**config.mk**
```make
export PLATFORM = sky130hd
export DESIGN_NAME = fetch_stage
export DESIGN_NICKNAME = d
export VERILOG_FILES = /design/src/rtl/fetch_stage.sv
export SDC_FILE = /design/constraint.sdc
export NUM_CORES = 1
export LEC_CHECK = 0
export CAP_MARGIN = 40
export CORE_MARGIN = 2
export CORE_UTILIZATION = 60
export DETAILED_ROUTE_END_ITERATION = 8
export DONT_BUFFER_PORTS = 1
export MAX_ROUTING_LAYER = met4
export PLACE_DENSITY = 0.75
export SLEW_MARGIN = 40
export SYNTH_ARGS = -nofsm -noshare
export SYNTH_HDL_FRONTEND = slang
export SYNTH_SLANG_ARGS = --single-unit
```
**constraint.sdc**
```tcl
create_clock -name clk -period 2.15 [get_ports clk]
set_input_delay 0.5375 -clock clk [delete_from_list [all_inputs] [get_ports clk]]
set_output_delay 0.5375 -clock clk [all_outputs]
set_load 0.03 [all_outputs]
```
**src/rtl/fetch_stage.sv**
```systemverilog
// Instruction-fetch stage: owns the PC, addresses imem and fills the IF/ID register.
// Define FETCH_PERF_CNT_EN to add the saturating fetch/stall performance counters.
module fetch_stage #(
  parameter int unsigned           DATA_WIDTH = 32,
  parameter int unsigned           BUS_WIDTH  = 10,
  parameter logic [DATA_WIDTH-1:0] RESET_PC   = DATA_WIDTH'(32'h0000_0000),
  parameter logic [DATA_WIDTH-1:0] HALT_INSTR = DATA_WIDTH'(32'h0000_000C)
) (
  input  logic                  clk,
  input  logic                  rst_n,
  input  logic                  stall,
  input  logic                  redirect_valid,
  input  logic [DATA_WIDTH-1:0] redirect_pc,
  output logic [BUS_WIDTH-1:0]  imem_addr,
  input  logic [DATA_WIDTH-1:0] imem_rdata,
  output logic [DATA_WIDTH-1:0] if_pc,
  output logic [DATA_WIDTH-1:0] if_instr,
  output logic                  if_valid,
  output logic                  halted
`ifdef FETCH_PERF_CNT_EN
  ,
  output logic [31:0]           fetch_cnt,
  output logic [31:0]           stall_cnt
`endif
);

  localparam logic [DATA_WIDTH-1:0] PC_STEP    = DATA_WIDTH'(4);
  localparam logic [DATA_WIDTH-1:0] ALIGN_MASK = ~DATA_WIDTH'(3);

  typedef enum logic {
    ST_RUN  = 1'b0,
    ST_HALT = 1'b1
  } state_e;

  state_e                state_q, state_d;
  logic [DATA_WIDTH-1:0] pc_q, pc_d;
  logic [DATA_WIDTH-1:0] if_pc_q, if_pc_d;
  logic [DATA_WIDTH-1:0] if_instr_q, if_instr_d;
  logic                  if_valid_q, if_valid_d;
  logic                  halted_q, halted_d;

  // Next-state: redirect beats stall beats fetch while running; HALT only drains IF/ID.
  always_comb begin
    state_d    = state_q;
    pc_d       = pc_q;
    if_pc_d    = if_pc_q;
    if_instr_d = if_instr_q;
    if_valid_d = if_valid_q;
    halted_d   = halted_q;
    case (state_q)
      ST_RUN: begin
        if (redirect_valid) begin
          pc_d       = redirect_pc & ALIGN_MASK;
          if_pc_d    = '0;
          if_instr_d = '0;
          if_valid_d = 1'b0;
        end else if (!stall) begin
          if_pc_d    = pc_q;
          if_instr_d = imem_rdata;
          if_valid_d = 1'b1;
          if (imem_rdata == HALT_INSTR) begin
            state_d  = ST_HALT;
            halted_d = 1'b1;
          end else begin
            pc_d = pc_q + PC_STEP;
          end
        end
      end
      ST_HALT: begin
        if (!stall) begin
          if_instr_d = '0;
          if_valid_d = 1'b0;
        end
      end
      default: state_d = ST_RUN;
    endcase
  end

  always_ff @(posedge clk or negedge rst_n) begin
    if (!rst_n) begin
      state_q    <= ST_RUN;
      pc_q       <= RESET_PC;
      if_pc_q    <= '0;
      if_instr_q <= '0;
      if_valid_q <= 1'b0;
      halted_q   <= 1'b0;
    end else begin
      state_q    <= state_d;
      pc_q       <= pc_d;
      if_pc_q    <= if_pc_d;
      if_instr_q <= if_instr_d;
      if_valid_q <= if_valid_d;
      halted_q   <= halted_d;
    end
  end

  assign imem_addr = pc_q[BUS_WIDTH+1:2];
  assign if_pc     = if_pc_q;
  assign if_instr  = if_instr_q;
  assign if_valid  = if_valid_q;
  assign halted    = halted_q;

`ifdef FETCH_PERF_CNT_EN
  localparam int unsigned CNT_W = 32;

  logic [CNT_W-1:0] fetch_cnt_q, fetch_cnt_d;
  logic [CNT_W-1:0] stall_cnt_q, stall_cnt_d;
  logic             fetch_c, stall_c;

  assign fetch_c = (state_q == ST_RUN) && !redirect_valid && !stall;
  assign stall_c = (state_q == ST_RUN) && !redirect_valid && stall;

  // Saturating event counters.
  always_comb begin
    fetch_cnt_d = fetch_cnt_q;
    stall_cnt_d = stall_cnt_q;
    if (fetch_c && (fetch_cnt_q != '1)) fetch_cnt_d = fetch_cnt_q + CNT_W'(1);
    if (stall_c && (stall_cnt_q != '1)) stall_cnt_d = stall_cnt_q + CNT_W'(1);
  end

  always_ff @(posedge clk or negedge rst_n) begin
    if (!rst_n) begin
      fetch_cnt_q <= '0;
      stall_cnt_q <= '0;
    end else begin
      fetch_cnt_q <= fetch_cnt_d;
      stall_cnt_q <= stall_cnt_d;
    end
  end

  assign fetch_cnt = fetch_cnt_q;
  assign stall_cnt = stall_cnt_q;
`endif

endmodule

```
* Yosys cells after proc, flatten, opt, wreduce, memory -nomap -nowiden *
Index checks and enable logic that the tools add are counted.

operators by class
  add/sub/neg operators = 1
  eq/ne operators = 5
  multiplexer cells = 17
  bitwise logic cells = 3
  reductions and logical operators = 4

operators by type and width
  operator                 count
  $mux W32                 8
  $pmux W32 S2             1
  $add A32 B3 Y32 const B  1
  $eq A32 B4 Y1 const B    1
  $mux W1                  7
  $ne A2 B2 Y1 const B     2
  $reduce_and A2 Y1        2
  $reduce_and A4 Y1        1
  $ne A3 B3 Y1 const B     1
  $not A1 Y1               3
  $reduce_and A3 Y1        1
  $ne A2 B1 Y1 const B     1
  $pmux W1 S2              1

storage, ports and cells
  register bits = 99
  word-level logic and storage cells = 36

* Depth between registers and ports, before layout *
  depth after elaboration = 5
  mapped depth = 7

* Least setup slack after synthesis *
Ideal clock, no wire load.

  path kind = input port to flip-flop
  from = input port imem_rdata[13]
  to = register pc_q[2]
  setup time = 0.127 ns
  data arrival time = 1.900 ns
  data required time = 2.023 ns
  slack = 0.122 ns
  stages on the path = 6
  buffers on the path = 1
  cell sequence = nor4_1 nand4_2 o21ai_2 buf_4 nand2_1 mux2_1

on the way
  longest elaborated chain between the ends = 3

RTL lines
  element                      line  text
  start, declared              15    input logic [DATA_WIDTH-1:0] imem_rdata,
  $eq A32 B4 Y1                61    if (imem_rdata == HALT_INSTR) begin
  $ne A2 B2 Y1 (no line)       n/a
  $reduce_and A3 Y1 (no line)  n/a
  end signal, assigned         89    pc_q <= pc_d;
  end, declared                36    logic [DATA_WIDTH-1:0] pc_q, pc_d;

Every way passes these cells.
A chain may end at the register's enable or synchronous reset.

* Worst setup path after layout *
  from = register pc_q[12]
  to = register pc_q[27]

on the way
  longest elaborated chain between the ends = 4

RTL lines
  element          line  text
  $add A32 B3 Y32  65    pc_d = pc_q + PC_STEP;
  $mux W32         61
  $mux W32         57    end else if (!stall) begin
  $mux W32         52    if (redirect_valid) begin

Every way passes these cells. The select of a mux whose other input is x is not followed.

==> results.toml <==
[pwr]
power_w = 0.00323
p_leak_nw = 2.16
seq_power_share = 0.575
pwr-share-clk = 0.379
ir_worst_vdd_uv = 313
internal_power_w = 0.00247
p_per_area_mw_per_mm2 = 654
swShare = 0.234
power.switching_w = 0.000756
p_comb_frac = 0.046

[setup_path]
crit_fanout = 12
crit_buf_inv = 1
cp-end-kind = "flop"
critPathKind = "flop to flop"
path_delay_family = "simple AND/OR/NAND/NOR gates"
crit_required_ns = 2.43
slowest_stage = "dfrtp_1"
critical_path_arrival_ns = 2.25
crit_cells = 6
crit_chain = "nand2_1 -> nor2_1 -> nand4_1 -> buf_4 -> or4_1 -> a31oi_1"
cp-start-kind = "flop"
ff2ff_path_depth = 6
cp_slowest_stage_delay_ns = 0.47

[clock_tree]
htree_levels = 3
post-cts-setup-buffers = 0
path_clk_slew_ns = 0.09
cts_inserted_buffers = 9
insertion_delay_ns = 0.36
clock-sinks = 96
max-clock-path-buffers = 2
post_cts_resized = 0
cts_tree = "done"
root_buffer = "clkbuf_8"

[run_status]
failed_checks = "negative hold slack"
status = "finished, violations left"

[sta]
final.setup_skew_ns = 0.0102
slew_violations = 0
setup_violations = 0
hold_viol = 96
fin_crit_sh = 0.917
rsz0062_at_grt = "false"
min_period_ns = 1.97
maxSlewHeadroom = 0.602
hold_ws_ns = -0.144
timing.fmax_mhz = 507
worst_pin_slew_ns = 0.597

[global_routing]
grt_pass1_vias = 3584
grtUsageTotal = 0.293
antenna_found_initial = 0
grt_pass1_wl_mm = 18.7
overflow = 0
grt_max_degree = 97

[synthesis]
syn_area_per_cell_um2 = 11.0
synthCells = 411
synth_edf_count = 0
synth_nets = 480
synth_area_mm2 = 0.00451
yosys_warnings = 0
synth-seq-cells = 96
ys_top_cells_by_area = "dfrtp_1 53%, a22o_1 11%, nand2_1 2.7%"
synth_top_cell_by_area = "dfrtp_1"
synth.most_common_cell = "dfrtp_1"
synth_flop_cell = "dfrtp_1"
synth_top_cell_area_share = 0.533
netlist_top_cells_count = "96 x dfrtp_1, 58 x a22o_1, 33 x nand2_1"
synthArstFlopShare = 1.00
ys_seq_area_frac = 0.533
ys_types = 62

[hold_path]
hp-class = "primary input to asynchronous set/reset pin"

[route]
routedWlPerCell_um = 21.1
ant_nets = 0
vias = 3548
drtIter0Drc = 338
first_pass_iters = 5
finalWirelength_mm = 11.1
remaining_drc_errors = 0
viasPerCell = 6.75

[floorplan]
initial_utilization = 0.622
io-pin-count = 144
die_x_um = 90.7
row_count = 31
die_h_um = 90.7
core-area_mm2 = 0.00725
dieArea_mm2 = 0.00823

[cells_and_area]
nets = 491
final_cells = 526
layout-drive-gt1-share = 0.173
area_delta_synth_final_pct = 9.43
diodes = 0

[placed_design]
gp_congestion = 0.881
hpwl_mm = 7.68
dp_cells = 510
portBuffers = 0

[job]
cap_violations = 0
-- flip-flops by register name, indices dropped and copies added (netlist names) --
register / cells
pc_q: 30
if_pc: 31
state_q: 1
if_valid: 1
if_instr: 32
halted: 1
-- final timing paths --
check                           endpoint  startpoint  slack [ns]
worst max-delay path            pc_q[27]    pc_q[12]        0.18
worst min-delay path            if_pc[9]       rst_n       -0.14
worst max register to register  pc_q[27]    pc_q[12]        0.18
worst min register to register  pc_q[18]    pc_q[18]        0.57
max in group asynchronous       pc_q[30]       rst_n        2.12
min in group clk                 state_q       stall        0.26
-- logic make-up (layout without fill, tap and decap cells) --
kind of cell             after synthesis  in the layout  synth area share
AO/OA/AOI/OAI                        138            138             0.247
AND/OR/NAND/NOR                      123            123             0.153
multiplexers                           4              4           0.00915
adder cells (fa/ha/maj)                1              1           0.00277
buffers and inverters                 49             65            0.0546
flip-flops                            96             96             0.533
-- through the flow --
| stage | TNS [ns] | setup WS [ns] | utilization | instance area, um2 |
|---|---|---|---|---|
| floorplan | 0 | 0.122 | - | 4510 |
| global placement | -0.223 | -0.0754 | 0.651 | 4720 |
| detailed placement | -0.707 | -0.122 | 0.651 | 4720 |
| CTS | 0 | 0.189 | 0.681 | 4940 |
| global route | 0 | 0.0432 | 0.681 | 4940 |
| finish | 0 | 0.178 | 0.681 | 4940 |
-- metal layers --
metal | global-route usage | routed length [um] | vias to the layer above | part of all wire
met3 | 0.0835 | 1050 | 17 | 0.094
li1 | - | - | 1608 | -
met1 | 0.400 | 4600 | 1740 | 0.41
met5 | - | 0 | - | 0
met4 | 0.0923 | 155 | 0 | 0.014
met2 | 0.427 | 5320 | 183 | 0.48
-- area by class of cell --
cell class | count | area [um2]
clock buffer | 10 | 138
clock inverter | 6 | 73.8
fill | 552 | 2320
inverter | 10 | 37.5
multi-input combinational | 266 | 1870
sequential | 96 | 2400
tap | 99 | 124
timing repair buffer | 39 | 293
-- power by group through the flow --
stage	Sequential [W]	Clock (W)	Combinational, W
after global placement	0.00189	0	0.000142
after global routing	0.00186	0.00134	0.000162
final	0.00186	0.00122	0.000147
after detailed placement	0.00189	0	0.000147
after floorplan	0.00189	0	0.000130
after CTS	0.00186	0.00126	0.000148
-- layout by cell type (no fill, tap or decap), types with 8 or more instances in the layout --
cell type and instances:
nand2_1 33, clkbuf_8 10, buf_4 39, nand3_1 11, a22o_1 58, dfrtp_1 96
o211ai_1 13, nor4_1 9, nor2_1 15, nor3_1 9, o22ai_1 8, inv_1 8
Note: power is estimated with default switching activity, not from simulation.
